<file path="src/rtl/enable_comparator_pkg.sv">
// enable_comparator_pkg: mode encoding shared by the multi-channel enable comparator
package enable_comparator_pkg;
    localparam int ENCMP_MODE_WIDTH = 2;
    typedef enum logic [ENCMP_MODE_WIDTH-1:0] {
        ENCMP_OFF,
        ENCMP_PULSE,
        ENCMP_CLOCK,
        ENCMP_WINDOW
    } encmp_mode_e;
endpackage

</file>
<file path="src/rtl/enable_channel.sv">
// enable_channel: set/clear logic and pulse down-counter for one enable output
module enable_channel
    import enable_comparator_pkg::*;
#(
    parameter int CW = 32
) (
    input  logic          clock,
    input  logic          reset,
    input  logic [CW-1:0] count,
    input  logic [CW-1:0] thr,
    input  logic [CW-1:0] width,
    input  encmp_mode_e   mode,
    input  logic          mode_change,
    output logic          enable
);
    logic [CW-1:0] pulse_cnt;
    logic [CW-1:0] thr_m1;
    logic [CW-1:0] wid_m1;
    logic active;
    logic set_hit;
    logic clr_hit;
    always_comb begin
        thr_m1 = thr - CW'(1);
        wid_m1 = width - CW'(1);
        active = thr != '0;
        set_hit = active && count == thr_m1;
        clr_hit = mode == ENCMP_PULSE  ? pulse_cnt == CW'(1) :
                  mode == ENCMP_CLOCK  ? count == (thr_m1 >> 1) :
                  mode == ENCMP_WINDOW ? width != '0 && count == wid_m1 : 1'b0;
    end
    // An inactive channel (thr==0) freezes both output and counter
    always_ff @(posedge clock or negedge reset) begin
        if (!reset) begin
            enable <= 1'b0;
            pulse_cnt <= '0;
        end else if (mode_change || mode == ENCMP_OFF) begin
            enable <= 1'b0;
            pulse_cnt <= '0;
        end else if (active) begin
            if (set_hit) begin
                enable <= 1'b1;
                if (mode == ENCMP_PULSE) pulse_cnt <= width == '0 ? CW'(1) : width;
            end else begin
                if (clr_hit) enable <= 1'b0;
                if (pulse_cnt != '0) pulse_cnt <= pulse_cnt - CW'(1);
            end
        end
    end
endmodule

</file>
<file path="src/rtl/multi_enable_comparator.sv">
// multi_enable_comparator: shadowed per-channel thresholds against a shared timebase count.
// Optional ENCMP_LOAD_GATE_EN: shadow loads at count==0 also require an armed update strobe.
module multi_enable_comparator
    import enable_comparator_pkg::*;
#(
    parameter int N_CHANNELS    = 4,
    parameter int COUNTER_WIDTH = 32
) (
    input  logic                                clock,
    input  logic                                reset,
    input  logic [COUNTER_WIDTH-1:0]            count,
    input  logic [N_CHANNELS*COUNTER_WIDTH-1:0] thresholds,
    input  logic [N_CHANNELS*COUNTER_WIDTH-1:0] widths,
    input  logic [2*N_CHANNELS-1:0]             modes,
`ifdef ENCMP_LOAD_GATE_EN
    input  logic                                update,
`endif
    output logic [N_CHANNELS-1:0]               enable_out,
    output logic                                shadow_loaded
);
    logic [COUNTER_WIDTH-1:0] thr_sh [N_CHANNELS];
    logic [COUNTER_WIDTH-1:0] wid_sh [N_CHANNELS];
    encmp_mode_e              mode_sh [N_CHANNELS];
    logic                     load;
`ifdef ENCMP_LOAD_GATE_EN
    logic armed;
    // An update coincident with count==0 loads immediately without arming
    assign load = count == '0 && (armed || update);
    always_ff @(posedge clock or negedge reset) begin
        if (!reset) armed <= 1'b0;
        else armed <= !load && (armed || update);
    end
`else
    assign load = count == '0;
`endif
    always_ff @(posedge clock or negedge reset) begin
        if (!reset) begin
            shadow_loaded <= 1'b0;
            for (int i = 0; i < N_CHANNELS; i++) begin
                thr_sh[i] <= '0;
                wid_sh[i] <= '0;
                mode_sh[i] <= ENCMP_OFF;
            end
        end else begin
            shadow_loaded <= load;
            if (load) begin
                for (int i = 0; i < N_CHANNELS; i++) begin
                    thr_sh[i] <= thresholds[i*COUNTER_WIDTH +: COUNTER_WIDTH];
                    wid_sh[i] <= widths[i*COUNTER_WIDTH +: COUNTER_WIDTH];
                    mode_sh[i] <= encmp_mode_e'(modes[i*ENCMP_MODE_WIDTH +: ENCMP_MODE_WIDTH]);
                end
            end
        end
    end
    for (genvar g = 0; g < N_CHANNELS; g++) begin : g_ch
        enable_channel #(.CW(COUNTER_WIDTH)) u_ch (
            .clock      (clock),
            .reset      (reset),
            .count      (count),
            .thr        (thr_sh[g]),
            .width      (wid_sh[g]),
            .mode       (mode_sh[g]),
            .mode_change(load && modes[g*ENCMP_MODE_WIDTH +: ENCMP_MODE_WIDTH] != mode_sh[g]),
            .enable     (enable_out[g])
        );
    end
endmodule
</file>
<file path="config.mk">
export PLATFORM = sky130hd
export DESIGN_NAME = multi_enable_comparator
export DESIGN_NICKNAME = d
export VERILOG_FILES = /design/src/rtl/enable_comparator_pkg.sv /design/src/rtl/enable_channel.sv /design/src/rtl/multi_enable_comparator.sv
export SDC_FILE = /design/constraint.sdc
export NUM_CORES = 1
export LEC_CHECK = 0
export CELL_PAD_IN_SITES_DETAIL_PLACEMENT = 1
export CELL_PAD_IN_SITES_GLOBAL_PLACEMENT = 1
export CORE_ASPECT_RATIO = 1.4
export CORE_UTILIZATION = 53
export DETAILED_ROUTE_END_ITERATION = 7
export DONT_BUFFER_PORTS = 1
export PLACE_DENSITY = 0.95
export SLEW_MARGIN = 20
export SYNTH_ARGS = -nofsm -noshare
export SYNTH_HDL_FRONTEND = slang
export SYNTH_SLANG_ARGS = --single-unit
</file>
<file path="constraint.sdc">
create_clock -name clock -period 10.1 [get_ports clock]
set_input_delay 1.01 -clock clock [delete_from_list [all_inputs] [get_ports clock]]
set_output_delay 1.01 -clock clock [all_outputs]
set_load 0.05 [all_outputs]
</file>
---- After elaboration in Yosys (flattened, before gate mapping) ----
Index checks and enable logic that the tools add are counted.
word-level totals
  bits in registers ....................... 397
  bits of input ports ..................... 298
  output and inout port bits .............. 5
  word-level logic and storage cells ...... 178
cells by class
  $add $sub $neg .......................... 12
  equal/unequal tests ..................... 36
  mux-type cells .......................... 52
  reduce and logical (&&, ||, !) cells .... 57
operator list
  operator                                               number
  2-to-1 mux 32 bit                                      24
  nonzero test 32 bit                                    12
  subtractor 32 x 1 -> 32 bit (second input constant)    12
  equality test 32 bit                                   8
  zero test 32 bit                                       5
  equality test 32 x 1 -> 1 bit (second input constant)  4
  equality test 32 x 31 -> 1 bit                         4
  2-to-1 mux 1 bit                                       28
  nonzero test 3 bit                                     8
  equality test 2 bit (second input constant)            8
  logical AND 1 bit                                      12
  != test 3 bit (second input constant)                  4
  AND reduction 3 bit                                    4
  equality test 2 x 1 -> 1 bit (second input constant)   4
  zero test 2 bit                                        4
  != test 2 bit                                          4
  AND reduction 2 bit                                    4
  nonzero test 2 bit                                     4
  logical OR 1 bit                                       4

---- Longest topological paths before layout ----
  depth in word-level cells ............... 10
  depth in mapped cells ................... 15
  depth with buffers taken out ............ 11

---- By module ----
Synthesis repeated with hierarchy kept, for this count alone.
second synthesis, totals
  cells, all modules ...................... 3,756
  area total of the unflattened synthesis .. 33,423.3 um^2
modules (own cells, without submodules)
  module                             times used  cells an instance  area an instance (um^2)  sequential area each (um^2)
  enable_channel (g_ch[1].u_ch ...)  3           770                5,684.2                  825.8
  multi_enable_comparator            1           581                10,188.5                 6,631.4
  enable_channel (g_ch[0].u_ch)      1           865                6,182.2                  825.8

---- Least setup slack after synthesis ----
Ideal clock, no wire load.
  kind .................................... register to register
  from .................................... register thr_sh[72] in the netlist's numbering
  to ...................................... register g_ch[1].u_ch.pulse_cnt[1]
  setup time .............................. 126 ps
  arrival ................................. 3,896 ps
  data required time ...................... 9,974 ps
  path slack .............................. 6,078 ps
  stages on the path, launching flop included .. 11
  path buffers ............................ 1
  period minus slack after synthesis ...... 4,022 ps
  cells stage by stage .................... dfrtp_1 clkbuf_1 nor3_1 nand4_1 nor4_1 o32ai_1 a2111o_1 or4_1 nor4_4 mux2_2 a221o_1
between the ends
  cells in the longest elaborated chain, start to end .. 6
  elaborated cells on any way between the ends .. 11
  those cells by class .................... add/sub (1); eq/ne (2); mux (3); reduce/logical (5)
ends and longest elaborated chain
  what                              RTL line                       text
  start: declaration                multi_enable_comparator.sv:21  logic [COUNTER_WIDTH-1:0] thr_sh [N_CHANNELS];
  start signal: indexed assignment  multi_enable_comparator.sv:48  thr_sh[i] <= thresholds[i*COUNTER_WIDTH +: COUNTER_WIDTH];
  subtractor 32 x 1 -> 32 bit       enable_channel.sv:23           thr_m1 = thr - CW'(1);
  equality test 32 bit              enable_channel.sv:26           set_hit = active && count == thr_m1;
  logical AND 1 bit                 enable_channel.sv:26
  2-to-1 mux 32 bit                 enable_channel.sv:40           if (set_hit) begin
  2-to-1 mux 32 bit                 enable_channel.sv:39           end else if (active) begin
  2-to-1 mux 32 bit                 enable_channel.sv:36           end else if (mode_change || mode == ENCMP_OFF) begin
  end signal: assignment            enable_channel.sv:42           if (mode == ENCMP_PULSE) pulse_cnt <= width == '0 ? CW'(1) : width;
  end signal: assignment            enable_channel.sv:45           if (pulse_cnt != '0) pulse_cnt <= pulse_cnt - CW'(1);
  end: declaration                  enable_channel.sv:16           logic [CW-1:0] pulse_cnt;
Several ways; a longest one is shown, not always the timed one. The select of a mux whose other input is x is not followed.
A chain may end at the register's enable or synchronous reset.

---- Worst setup path after layout ----
  from .................................... register thr_sh[4] in the netlist's numbering
  to ...................................... register g_ch[3].u_ch.pulse_cnt[3]
between the ends
  cells in the longest elaborated chain, start to end .. 6
  elaborated cells on any way between the ends .. 11
  those cells by class .................... add/sub (1); eq/ne (2); mux (3); reduce/logical (5)
ends and longest elaborated chain
  what                         RTL line
  subtractor 32 x 1 -> 32 bit  enable_channel.sv:23
  equality test 32 bit         enable_channel.sv:26
  logical AND 1 bit            enable_channel.sv:26
  2-to-1 mux 32 bit            enable_channel.sv:40
  2-to-1 mux 32 bit            enable_channel.sv:39
  2-to-1 mux 32 bit            enable_channel.sv:36
  end signal: assignment       enable_channel.sv:42
  end signal: assignment       enable_channel.sv:45
  end: declaration             enable_channel.sv:16
Several ways; a longest one is shown, not always the timed one. The select of a mux whose other input is x is not followed.

==> impl_metrics.py <==
metrics = {
    "status": {
        "status": "completed",
    },
    "timing": {
        "post-route-period-util_pct": 55.01,
        "final.setup_skew_ns": 0.03100,
        "tns_ns": 0,
        "period_needed_ns": 5.556,
        "setup_slack_ns": 4.544,
        "worst_pin_slew_ns": 1.141,
        "slew_violations": 0,
        "setup_viol": 0,
        "max_slew_margin_pct": 23.92,
        "timing.fmax_mhz": 180.0,
        "finalHoldViolations": 0,
        "grt_setup_unrepaired": "no",
    },
    "worst_setup_path": {
        "r2r-start": "thr_sh[4]$_DFFE_PN0P_",
        "setup.worst_path.class": "register to register",
        "r2r_slack_ns": 4.54,
        "cp-end-kind": "register",
        "cp.required_ns": 10.61,
        "crit_path_max_fanout": 54,
        "reg2reg_depth": 9,
        "rr_endpoint": "g_ch[3].u_ch.pulse_cnt[3]$_DFFE_PN0P_",
        "arrival_ns": 6.06,
        "critPathLaunchType": "register",
    },
    "final_layout": {
        "layout-drive-gt1-share_pct": 4.951,
        "n_fill_cell": 7688,
        "multi_input_comb_area_um2": 21370,
        "final_cell_mix": "nand2_1 (894), dfrtp_1 (397), xnor2_1 (322)",
        "nNetsFinal": 4360,
        "final_common_cell": "nand2_1",
        "seq_area_um2": 9935,
        "syn2layout_area_growth_pct": 4.611,
    },
    "clocking": {
        "cts_tree": "yes",
        "numCtsBuffers": 43,
        "clk_latency_ns": 0.63,
        "cts_resized": 0,
        "post_cts_buffers": 0,
        "cts_num_sinks": 397,
        "ctsLongestPathBuffers": 3,
        "clk_pin_slew_ns": 0.07,
        "cts_max_level": 2,
        "cts_hold_buf": 0,
        "cts-root-buf": "clkbuf_16",
    },
    "global_route": {
        "grtUsageTotal_pct": 43.52,
        "antenna_found_initial": 7,
        "grt_start_max_net_pins": 398,
        "grt_pass1_wl_um": 210900,
        "grt_pass1_vias": 35600,
        "grt_overflow_total": 0,
    },
    "synth": {
        "synth_area_leaders": "dfrtp_1 (30%), nand2_1 (10%), xnor2_1 (8.5%)",
        "ys_seq_elements": 397,
        "netlist_instances": 4306,
        "ys_types": 92,
        "yosysWarnings": 0,
        "synth_top_area_share_pct": 30.01,
        "async_flop_share_pct": 100.0,
        "syn_area_per_cell_um2": 7.688,
        "syn-num-nets": 4620,
        "synth_ff_type": "dfrtp_1",
        "synth_seq_area_share_pct": 30.01,
        "synth_edf_count": 0,
        "syn_area_um2": 33100,
        "synth_top_cell_by_area": "dfrtp_1",
    },
    "placement": {
        "port_buffers": 0,
        "hpwl_um": 96510,
        "pre_cts_ws_ns": 4.736,
        "place_congestion": 1.053,
    },
    "power": {
        "p_clk_share_pct": 48.6,
        "p_per_area_nw_per_um2": 99.66,
        "internal_power_uw": 2629,
        "totalPowerFinal_uw": 3451,
        "switching_share_pct": 23.81,
        "combPwrFrac_pct": 5.4,
        "power_leakage_uw": 0.01511,
        "vdd_drop_max_uv": 185.0,
        "p_seq_share_pct": 46.1,
        "p_sw_uw": 821.9,
    },
    "detailed_routing": {
        "drc": 0,
        "viasPerCell": 7.027,
        "wirelength_um": 138100,
        "wl_per_cell_um": 28.13,
        "ant_nets": 0,
        "num_vias": 34490,
        "drtIter0Drc": 3337,
        "firstDrtPassIters": 6,
    },
    "floorplan": {
        "dieWidth_um": 213.2,
        "die_h_um": 297.7,
        "start_util_pct": 53.49,
        "die_area_um2": 63480,
        "core_um2": 61890,
        "ios": 303,
        "rows": 108,
    },
    "run": {
        "cap_violations": 0,
    },
    "min_path": {
        "min_path_type": "input pin to asynchronous set/reset pin",
    },
}
worst max-delay path, cell delays in order, from the launching register on:
cell and delay (ns):
dfrtp_1 0.47, or4_1 0.85, nor4_1 0.86, nand4_1 0.31
a2111oi_1 0.54, nand4_2 0.32, or3_2 0.54, buf_4 0.36
a211o_1 0.77, o22ai_1 0.39
per-stage QoR:
step | instances | util, % | hold WS (ns) | cell area [µm²]
2_1_floorplan | 4306 | - | 0.4407 | 33100
3_3_place_gp | 4826 | 53.56 | 0.4539 | 33150
3_5_place_dp | 4826 | 53.58 | 0.4692 | 33160
4_1_cts | 4905 | 55.93 | 0.1103 | 34610
5_1_grt | 4905 | 55.94 | 0.1121 | 34620
6_report | 4909 | 55.96 | 0.1250 | 34630
metal layers:
layer	vias to the layer above	GRT usage [%]	routed length, µm
li1	14730	-	-
met1	16860	50.06	48960
met2	2095	67.28	62040
met3	800	11.23	13660
met4	10	36.62	13370
met5	-	0	67
cell usage after synthesis, drive strengths merged (15+ instances only):
master,n
a2111oi,19
a211oi,16
a21o,23
a21oi,145
a22oi,31
a31oi,58
and2,21
and3,35
and4,15
buf,78
clkbuf,259
dfrtp,397
ha,16
inv,151
mux2,28
mux2i,84
nand2,894
nand2b,31
nand3,141
nand3b,20
nand4,84
nor2,215
nor2b,30
nor3,190
nor3b,17
nor4,140
nor4b,29
o2111ai,16
o211ai,35
o21ai,128
o22ai,57
o311ai,15
o31ai,35
o41ai,15
or2,24
or3,77
or4,79
xnor2,322
xnor3,35
xor2,127
cell families after synthesis:
| group | after synthesis | share of synthesized area (%) |
|---|---|---|
| simple gates | 2076 | 30.91 |
| xor+xnor | 486 | 14.40 |
| flops | 397 | 30.01 |
| fa+ha+maj | 16 | 0.6047 |
| buf+inv | 492 | 5.752 |
| mux | 112 | 3.492 |
| compound gates | 727 | 14.83 |
power by group through the flow:
stage / registers (µW) / clock network, µW / logic (µW)
2_1_floorplan: 1620 / 0 / 174
3_3_place_gp: 1620 / 0 / 174
3_5_place_dp: 1620 / 0 / 178
4_1_cts: 1590 / 1690 / 179
5_1_grt: 1590 / 1750 / 197
6_report: 1590 / 1680 / 185
flip-flops by register name, summed over array words and instances, names as in the netlist:
register and flops:
shadow_loaded 1, thr_sh 128, g_ch.u_ch.pulse_cnt 128, mode_sh 8, wid_sh 128, g_ch.u_ch.enable 4
worst max-delay path by stage:
stage / start / slack [ns] / cells after the start / endpoint
final: thr_sh[4]$_DFFE_PN0P_ / 4.54 / 9 / g_ch[3].u_ch.pulse_cnt[3]$_DFFE_PN0P_
after global placement: thr_sh[81]$_DFFE_PN0P_ / 4.84 / 10 / g_ch[1].u_ch.pulse_cnt[1]$_DFFE_PN0P_
after global routing: thr_sh[4]$_DFFE_PN0P_ / 4.38 / 10 / g_ch[3].u_ch.pulse_cnt[3]$_DFFE_PN0P_
after floorplan: thr_sh[72]$_DFFE_PN0P_ / 6.08 / 10 / g_ch[1].u_ch.pulse_cnt[1]$_DFFE_PN0P_
after CTS: thr_sh[4]$_DFFE_PN0P_ / 4.69 / 9 / g_ch[3].u_ch.pulse_cnt[3]$_DFFE_PN0P_
after detailed placement: thr_sh[4]$_DFFE_PN0P_ / 4.74 / 9 / g_ch[3].u_ch.pulse_cnt[3]$_DFFE_PN0P_
cell type report:
class,count,area share (%)
clock buffer,57,3.555
clock inverter,22,0.6503
tap,825,2.981
inverter,155,1.702
multi-input combinational,3417,61.70
antenna,4,0.02890
timing repair buffer,32,0.6937
sequential,397,28.69
Note: power is estimated with default switching activity, not from simulation.
